`config.mk`:
```
export PLATFORM = sky130hd
export DESIGN_NAME = vigenere_stream_cipher
export DESIGN_NICKNAME = d
export VERILOG_FILES = /design/src/rtl/vigenere_pkg.sv /design/src/rtl/vigenere_shift_char.sv /design/src/rtl/vigenere_stream_cipher.sv
export SDC_FILE = /design/constraint.sdc
export NUM_CORES = 1
export LEC_CHECK = 0
export BUFFER_PORTS_ARGS = -buffer_cell sky130_fd_sc_hd__buf_2
export CORE_MARGIN = 3
export CORE_UTILIZATION = 50
export DETAILED_ROUTE_END_ITERATION = 6
export GPL_TIMING_DRIVEN = 0
export PLACE_DENSITY = 0.67
export SYNTH_ARGS = -nofsm -noshare
export SYNTH_HDL_FRONTEND = slang
export SYNTH_SLANG_ARGS = --single-unit
export TNS_END_PERCENT = 1
```
`constraint.sdc`:
```
create_clock -name clk -period 6.3 [get_ports clk]
set_clock_uncertainty 0.2 [all_clocks]
set_input_delay 0.63 -clock clk [delete_from_list [all_inputs] [get_ports clk]]
set_output_delay 0.63 -clock clk [all_outputs]
set_load 0.05 [all_outputs]
```
`src/rtl/vigenere_pkg.sv`:
```
// Shared types and character helpers for the Vigenere stream cipher.
package vigenere_pkg;

  typedef enum logic {ENC = 1'b0, DEC = 1'b1} cipher_mode_e;
  typedef enum logic {IDLE = 1'b0, RUN = 1'b1} cipher_state_e;

  localparam logic [5:0] ALPHA_LEN  = 6'd26;
  localparam logic [7:0] UPPER_BASE = 8'h41;
  localparam logic [7:0] LOWER_BASE = 8'h61;

  function automatic logic is_upper(input logic [7:0] b);
    return (b >= UPPER_BASE) && (b <= 8'h5A);
  endfunction

  function automatic logic is_lower(input logic [7:0] b);
    return (b >= LOWER_BASE) && (b <= 8'h7A);
  endfunction

  function automatic logic is_letter(input logic [7:0] b);
    return is_upper(b) || is_lower(b);
  endfunction

endpackage

```
`src/rtl/vigenere_shift_char.sv`:
```
// Combinational single-character Vigenere shift, case preserving.
module vigenere_shift_char
  import vigenere_pkg::*;
(
  input  logic [7:0] in_byte,
  input  logic [7:0] key_byte,
  input  logic       mode,
  output logic [7:0] out_byte,
  output logic       in_is_letter
);

  logic [7:0] base;
  logic [5:0] s;
  logic [5:0] p;
  logic [5:0] c;

  // Letter codes differ from their case base only in the low 6 bits.
  always_comb begin
    s            = 6'd0;
    c            = 6'd0;
    in_is_letter = is_letter(in_byte);
    base         = is_upper(in_byte) ? UPPER_BASE : LOWER_BASE;
    p            = in_byte[5:0] - base[5:0];
    if (is_letter(key_byte)) begin
      s = (key_byte[5:0] | 6'h20) - LOWER_BASE[5:0];
    end
    if (mode == DEC) begin
      c = (p < s) ? (p + ALPHA_LEN - s) : (p - s);
    end else begin
      c = p + s;
      if (c >= ALPHA_LEN) begin
        c = c - ALPHA_LEN;
      end
    end
    out_byte = in_is_letter ? (base + {2'b00, c}) : in_byte;
  end

endmodule

```
`src/rtl/vigenere_stream_cipher.sv`:
```
// Streaming Vigenere encrypt/decrypt engine: key register file, key index,
// two-state FSM and a single output register on a valid/ready stream.
module vigenere_stream_cipher
  import vigenere_pkg::*;
#(
  parameter int MAX_KEY_LEN = 16,
  parameter int KIDX_W      = $clog2(MAX_KEY_LEN),
  parameter int KLEN_W      = $clog2(MAX_KEY_LEN + 1)
) (
  input  logic              clk,
  input  logic              rst_n,
  input  logic              key_we,
  input  logic [KIDX_W-1:0] key_waddr,
  input  logic [7:0]        key_wdata,
  input  logic [KLEN_W-1:0] key_len,
  input  logic              mode,
  input  logic              start,
  output logic              busy,
  output logic              cfg_err,
  input  logic              in_valid,
  output logic              in_ready,
  input  logic [7:0]        in_data,
  input  logic              in_last,
  output logic              out_valid,
  input  logic              out_ready,
  output logic [7:0]        out_data,
  output logic              out_last
);

  cipher_state_e     state_q, state_d;
  cipher_mode_e      mode_q;
  logic [KLEN_W-1:0] key_len_q;
  logic [KIDX_W-1:0] idx_q;
  logic [7:0]        key_mem [MAX_KEY_LEN];
  logic [7:0]        shifted;
  logic              char_is_letter;
  logic              start_ok;
  logic              in_fire;
  logic              start_idle;

  assign start_ok   = (key_len != '0) && (int'(key_len) <= MAX_KEY_LEN);
  assign start_idle = start && (state_q == IDLE);
  assign busy       = (state_q == RUN);
  assign in_ready   = (state_q == RUN) && (!out_valid || out_ready);
  assign in_fire    = in_valid && in_ready;

  vigenere_shift_char u_shift (
    .in_byte      (in_data),
    .key_byte     (key_mem[idx_q]),
    .mode         (mode_q),
    .out_byte     (shifted),
    .in_is_letter (char_is_letter)
  );

  always_comb begin
    state_d = state_q;
    unique case (state_q)
      IDLE:    if (start && start_ok) state_d = RUN;
      RUN:     if (in_fire && in_last) state_d = IDLE;
      default: state_d = IDLE;
    endcase
  end

  always_ff @(posedge clk or negedge rst_n) begin
    if (!rst_n) state_q <= IDLE;
    else        state_q <= state_d;
  end

  // Keys reset to "A" so an unprogrammed key acts as a zero shift.
  always_ff @(posedge clk or negedge rst_n) begin
    if (!rst_n) begin
      for (int i = 0; i < MAX_KEY_LEN; i++) key_mem[i] <= UPPER_BASE;
    end else if (key_we && (state_q == IDLE) && (int'(key_waddr) < MAX_KEY_LEN)) begin
      key_mem[key_waddr] <= key_wdata;
    end
  end

  // Only letters consume a key character; punctuation leaves the index alone.
  always_ff @(posedge clk or negedge rst_n) begin
    if (!rst_n) begin
      mode_q    <= ENC;
      key_len_q <= KLEN_W'(1);
      idx_q     <= '0;
      cfg_err   <= 1'b0;
    end else if (start_idle) begin
      if (start_ok) begin
        mode_q    <= cipher_mode_e'(mode);
        key_len_q <= key_len;
        idx_q     <= '0;
        cfg_err   <= 1'b0;
      end else begin
        cfg_err   <= 1'b1;
      end
    end else if (in_fire && char_is_letter) begin
      if (KLEN_W'(idx_q) == key_len_q - KLEN_W'(1)) idx_q <= '0;
      else                                          idx_q <= idx_q + KIDX_W'(1);
    end
  end

  always_ff @(posedge clk or negedge rst_n) begin
    if (!rst_n) begin
      out_valid <= 1'b0;
      out_data  <= 8'h00;
      out_last  <= 1'b0;
    end else if (in_fire) begin
      out_valid <= 1'b1;
      out_data  <= shifted;
      out_last  <= in_last;
    end else if (out_ready) begin
      out_valid <= 1'b0;
    end
  end

endmodule

```
==> metrics list <==
- Result of the run: finished, final reports clean
* Cell type with the highest occurrence count on the critical path: sky130_fd_sc_hd__ha_1
- Post-synth top cells: sky130_fd_sc_hd__mux2_2 (130), sky130_fd_sc_hd__dfrtp_1 (117), sky130_fd_sc_hd__nand2_1 (41), sky130_fd_sc_hd__dfstp_2 (33), sky130_fd_sc_hd__ha_1 (29)
* Antenna Violating Nets Remaining: 0
* Transition time at the pin with the least slew margin: around 1.1 ns
- The first detailed-routing pass ran for 4 iterations.
- WS Path Type: reg -> reg
- Required @ worst endpoint: between 6 and 7 ns
* Final worst-path cycle share: approximately 96%
- In the synthesized netlist, the number of instances is approximately 660.
- Entering global routing, the biggest net connects between 70 and 80 pins.
- Die X-Extent: ~140 µm
* Max Transition Viols Final: 0
- The clock drives 150 sinks.
- The routed design has ~20 mm of wire.
- Predominant post-synthesis flop cell: sky130_fd_sc_hd__dfrtp_1
* Post-synthesis cell type with the largest combined area: sky130_fd_sc_hd__dfrtp_1
- Number of enable flip-flop cells after synthesis: 0
- The number of global-route vias before repair was between 5000 and 6000.
- The slowest stage of the critical path belongs to the cell sky130_fd_sc_hd__mux4_2.
- After legalization and detailed placement, the total HPWL measured roughly 14 mm.
* Largest fanout on the critical path: 10
- Input and output buffers added on the ports amount to between 40 and 50.
- Layout fillers: roughly 1300
- Counting along the longest clock path gives a buffer depth of 2.
- Critical path endpoint category: flop
- Among all cell types in the netlist, the one instantiated most often is sky130_fd_sc_hd__mux2_2.
- For this run, the register share of the synthesized area comes to approximately 45%.
* Synth-to-Final Area Change: 15.7%
* Avg Synthesized Cell Area: between 10 and 15 µm²
- Clock latency on the worst-skew pair: ~0.42 ns
- In the synthesized netlist the async set-or-reset flop fraction comes to 100%.
- The hold violation total from the final report was 0.
* CTS Buf Count: 17
* Worst path cell trace: buf_6 > buf_12 > buf_12 > mux4_2 > mux4_2 > inv_2 > ha_1 > nor3b_4 > a211oi_2 > o21ai_2 > or2_4 > ha_1 > buf_4 > nor3b_4 > o31a_1 > or2_1 > a2111oi_2 > a211oi_2 > nor2_1 > ha_1 > nor4bb_4 > nand3_1 > a221o_1
- Avg WL per Cell: slightly above 20 µm
- Headroom to the max-slew limit came out at 25.5%.
- Data arrival time of the critical path: 6.15 ns
* Initial antenna violation count: 0
* Share of cells above drive strength 1: a little over two fifths
- Maximum level of the CTS H-tree: 4
- Cells taking the most area after synthesis: sky130_fd_sc_hd__dfrtp_1 (35%), sky130_fd_sc_hd__mux2_2 (18%), sky130_fd_sc_hd__dfstp_2 (10%)
* Buffer type at the clock tree root: sky130_fd_sc_hd__clkbuf_16
* Global router's overall resource usage: around 22%
* Hold crit path type: in -> async
- Drc violations: 0
* Vias: ~5600
- The number of hold buffers added after CTS was 0.
- RSZ-0062 raised after global routing: yes
* Row count: 46
- Post-layout utilization of the core: about three fifths
* Synth warnings: 0
- The tool flagged a number of max-cap violations equal to 0.
- In this run, the number of DRC markers left after iteration 0 of detailed routing was 340.
- Vias per std cell: 5.87
* First-pass GRT wire length: around 31 mm
* # setup viols final: 0
- The tightest hold path in the finished design has a slack of 0.0212 ns.
* Routability cong.: 0.906
- Synthesized netlist net count: 727
- The synthesized design devotes to its leading area cell type a little over a third of total area.
- Period minus WS final: just over 6 ns
* Count of boundary I/O pins: 46
* Diode count: 0
* Worst-path clk slew: about 0.060 ns
* Core Region: ~16000 µm²
* Final #Nets: 798
- For the worst flop-to-flop path, the logic depth is 23.
- Static timing analysis puts the maximum clock frequency at approximately 170 MHz.
- Die height: 135 µm
- The die covers ~18000 µm².
* Launching element type of the critical path: flop
- In this design, the stage delay of the slowest critical-path cell is roughly 0.6 ns.
* Residual overflow from global routing: 0
* Initial Util: 51.9%
- In this run, synthesis produced a sequential element count of 150.
- Post-synthesis cell area: approximately 8400 µm²
- TritonCTS built the clock tree.
- In this run, distinct cell masters in the synthesized netlist total 70.
state kept, by name (all words and copies together) (netlist names):
register and flops:
mode_q 1, key_len_q 5, busy 1, out_data 8, cfg_err 1, key_mem 128, idx_q 4, out_valid 1
out_last 1
final cells by class:
class	count	area (µm²)	area share, %
Multi-Input combinational cell	454	4440	45.9
Sequential cell	150	3800	39.2
Clock buffer	25	529	5.47
Timing Repair Buffer	52	307	3.17
Tap cell	216	270	2.79
Buffer	28	169	1.75
Inverter	29	109	1.13
Clock inverter	7	53.8	0.556
per-layer routing:
layer	global-route usage [%]	routed length (µm)	vias to the layer above	share of wire (%)
li1	-	-	2577	-
met1	28.4	8300	2909	42
met2	38.4	10100	135	51
met3	5.46	940	23	4.8
met4	6.33	325	0	1.7
met5	0	0	-	0
final timing paths:
path / from / to / slack [ns]
min in group clk: mode / mode_q / 0.25
max: idx_q[0] / out_data[6] / 0.25
max in group asynchronous: rst_n / key_mem[48] / 5.03
min: rst_n / mode_q / 0.02
max reg2reg: idx_q[0] / out_data[6] / 0.25
min reg2reg: out_data[2] / out_data[2] / 0.28
placed cells by master (no fill, tap or decap), types with 4 or more instances in the layout:
| cell | synthesis | routed |
|---|---|---|
| sky130_fd_sc_hd__nor2b_1 | 14 | 14 |
| sky130_fd_sc_hd__inv_1 | 24 | 23 |
| sky130_fd_sc_hd__mux2_2 | 130 | 130 |
| sky130_fd_sc_hd__mux4_2 | 21 | 21 |
| sky130_fd_sc_hd__a21oi_1 | 13 | 11 |
| sky130_fd_sc_hd__nand3_1 | 10 | 10 |
| sky130_fd_sc_hd__mux2i_1 | 5 | 5 |
| sky130_fd_sc_hd__inv_2 | 4 | 5 |
| sky130_fd_sc_hd__nor3_1 | 8 | 8 |
| sky130_fd_sc_hd__xor2_1 | 10 | 10 |
| sky130_fd_sc_hd__nand2_1 | 41 | 41 |
| sky130_fd_sc_hd__and3_1 | 8 | 8 |
| sky130_fd_sc_hd__clkbuf_1 | 17 | 20 |
| sky130_fd_sc_hd__and2_1 | 4 | 4 |
| sky130_fd_sc_hd__dfrtp_1 | 117 | 116 |
| sky130_fd_sc_hd__a21o_1 | 5 | 5 |
| sky130_fd_sc_hd__ha_1 | 29 | 27 |
| sky130_fd_sc_hd__buf_2 | 6 | 47 |
| sky130_fd_sc_hd__a32oi_1 | 6 | 6 |
| sky130_fd_sc_hd__o21ai_0 | 19 | 19 |
| sky130_fd_sc_hd__buf_4 | 2 | 11 |
| sky130_fd_sc_hd__clkbuf_16 | 0 | 20 |
| sky130_fd_sc_hd__mux4_1 | 10 | 10 |
| sky130_fd_sc_hd__dfstp_2 | 33 | 33 |
| sky130_fd_sc_hd__nand2b_1 | 7 | 7 |
| sky130_fd_sc_hd__nor2_1 | 28 | 28 |
| sky130_fd_sc_hd__xnor2_1 | 14 | 13 |
worst max-delay path, delay by kind of cell (launching register included):
family / cells / cell delay [ns]
adder cells (fa/ha/maj): 3 / 0.73
flip-flops: 1 / 0.37
buffers and inverters: 5 / 0.76
AND/OR/NAND/NOR: 7 / 1.17
AO/OA/AOI/OAI: 6 / 1.57
multiplexers: 2 / 1.11
cells by family after synthesis:
| logic type | synth area share (%) |
|---|---|
| AND/OR/NAND/NOR | 9.64 |
| adder cells (fa/ha/maj) | 5.30 |
| buffers and inverters | 3.22 |
| XOR/XNOR | 2.51 |
| AO/OA/AOI/OAI | 7.05 |
| flip-flops | 45.4 |
| multiplexers | 26.9 |
per-stage QoR:
stage / cell area (µm²) / setup TNS [ns] / worst slack (ns) / instances
2_1_floorplan: 8360 / 0 / 0.586 / 661
6_report: 9670 / 0 / 0.246 / 961
3_3_place_gp: 8850 / -1.68 / -0.543 / 921
3_5_place_dp: 8900 / -2.14 / -0.593 / 923
4_1_cts: 9500 / -0.0322 / -0.0322 / 955
5_1_grt: 9670 / -0.0754 / -0.0431 / 961
timing repair:
item / CTS / global route
pin swaps: 0 / 2
gates resized for setup: 7 / 22
endpoints found under the setup margin: 7 / 6
gates cloned: 0 / 0
setup buffers: 0 / 6
Power is not shown: default switching activity piles up to over one toggle a cycle in this logic, so the estimate is an artifact.
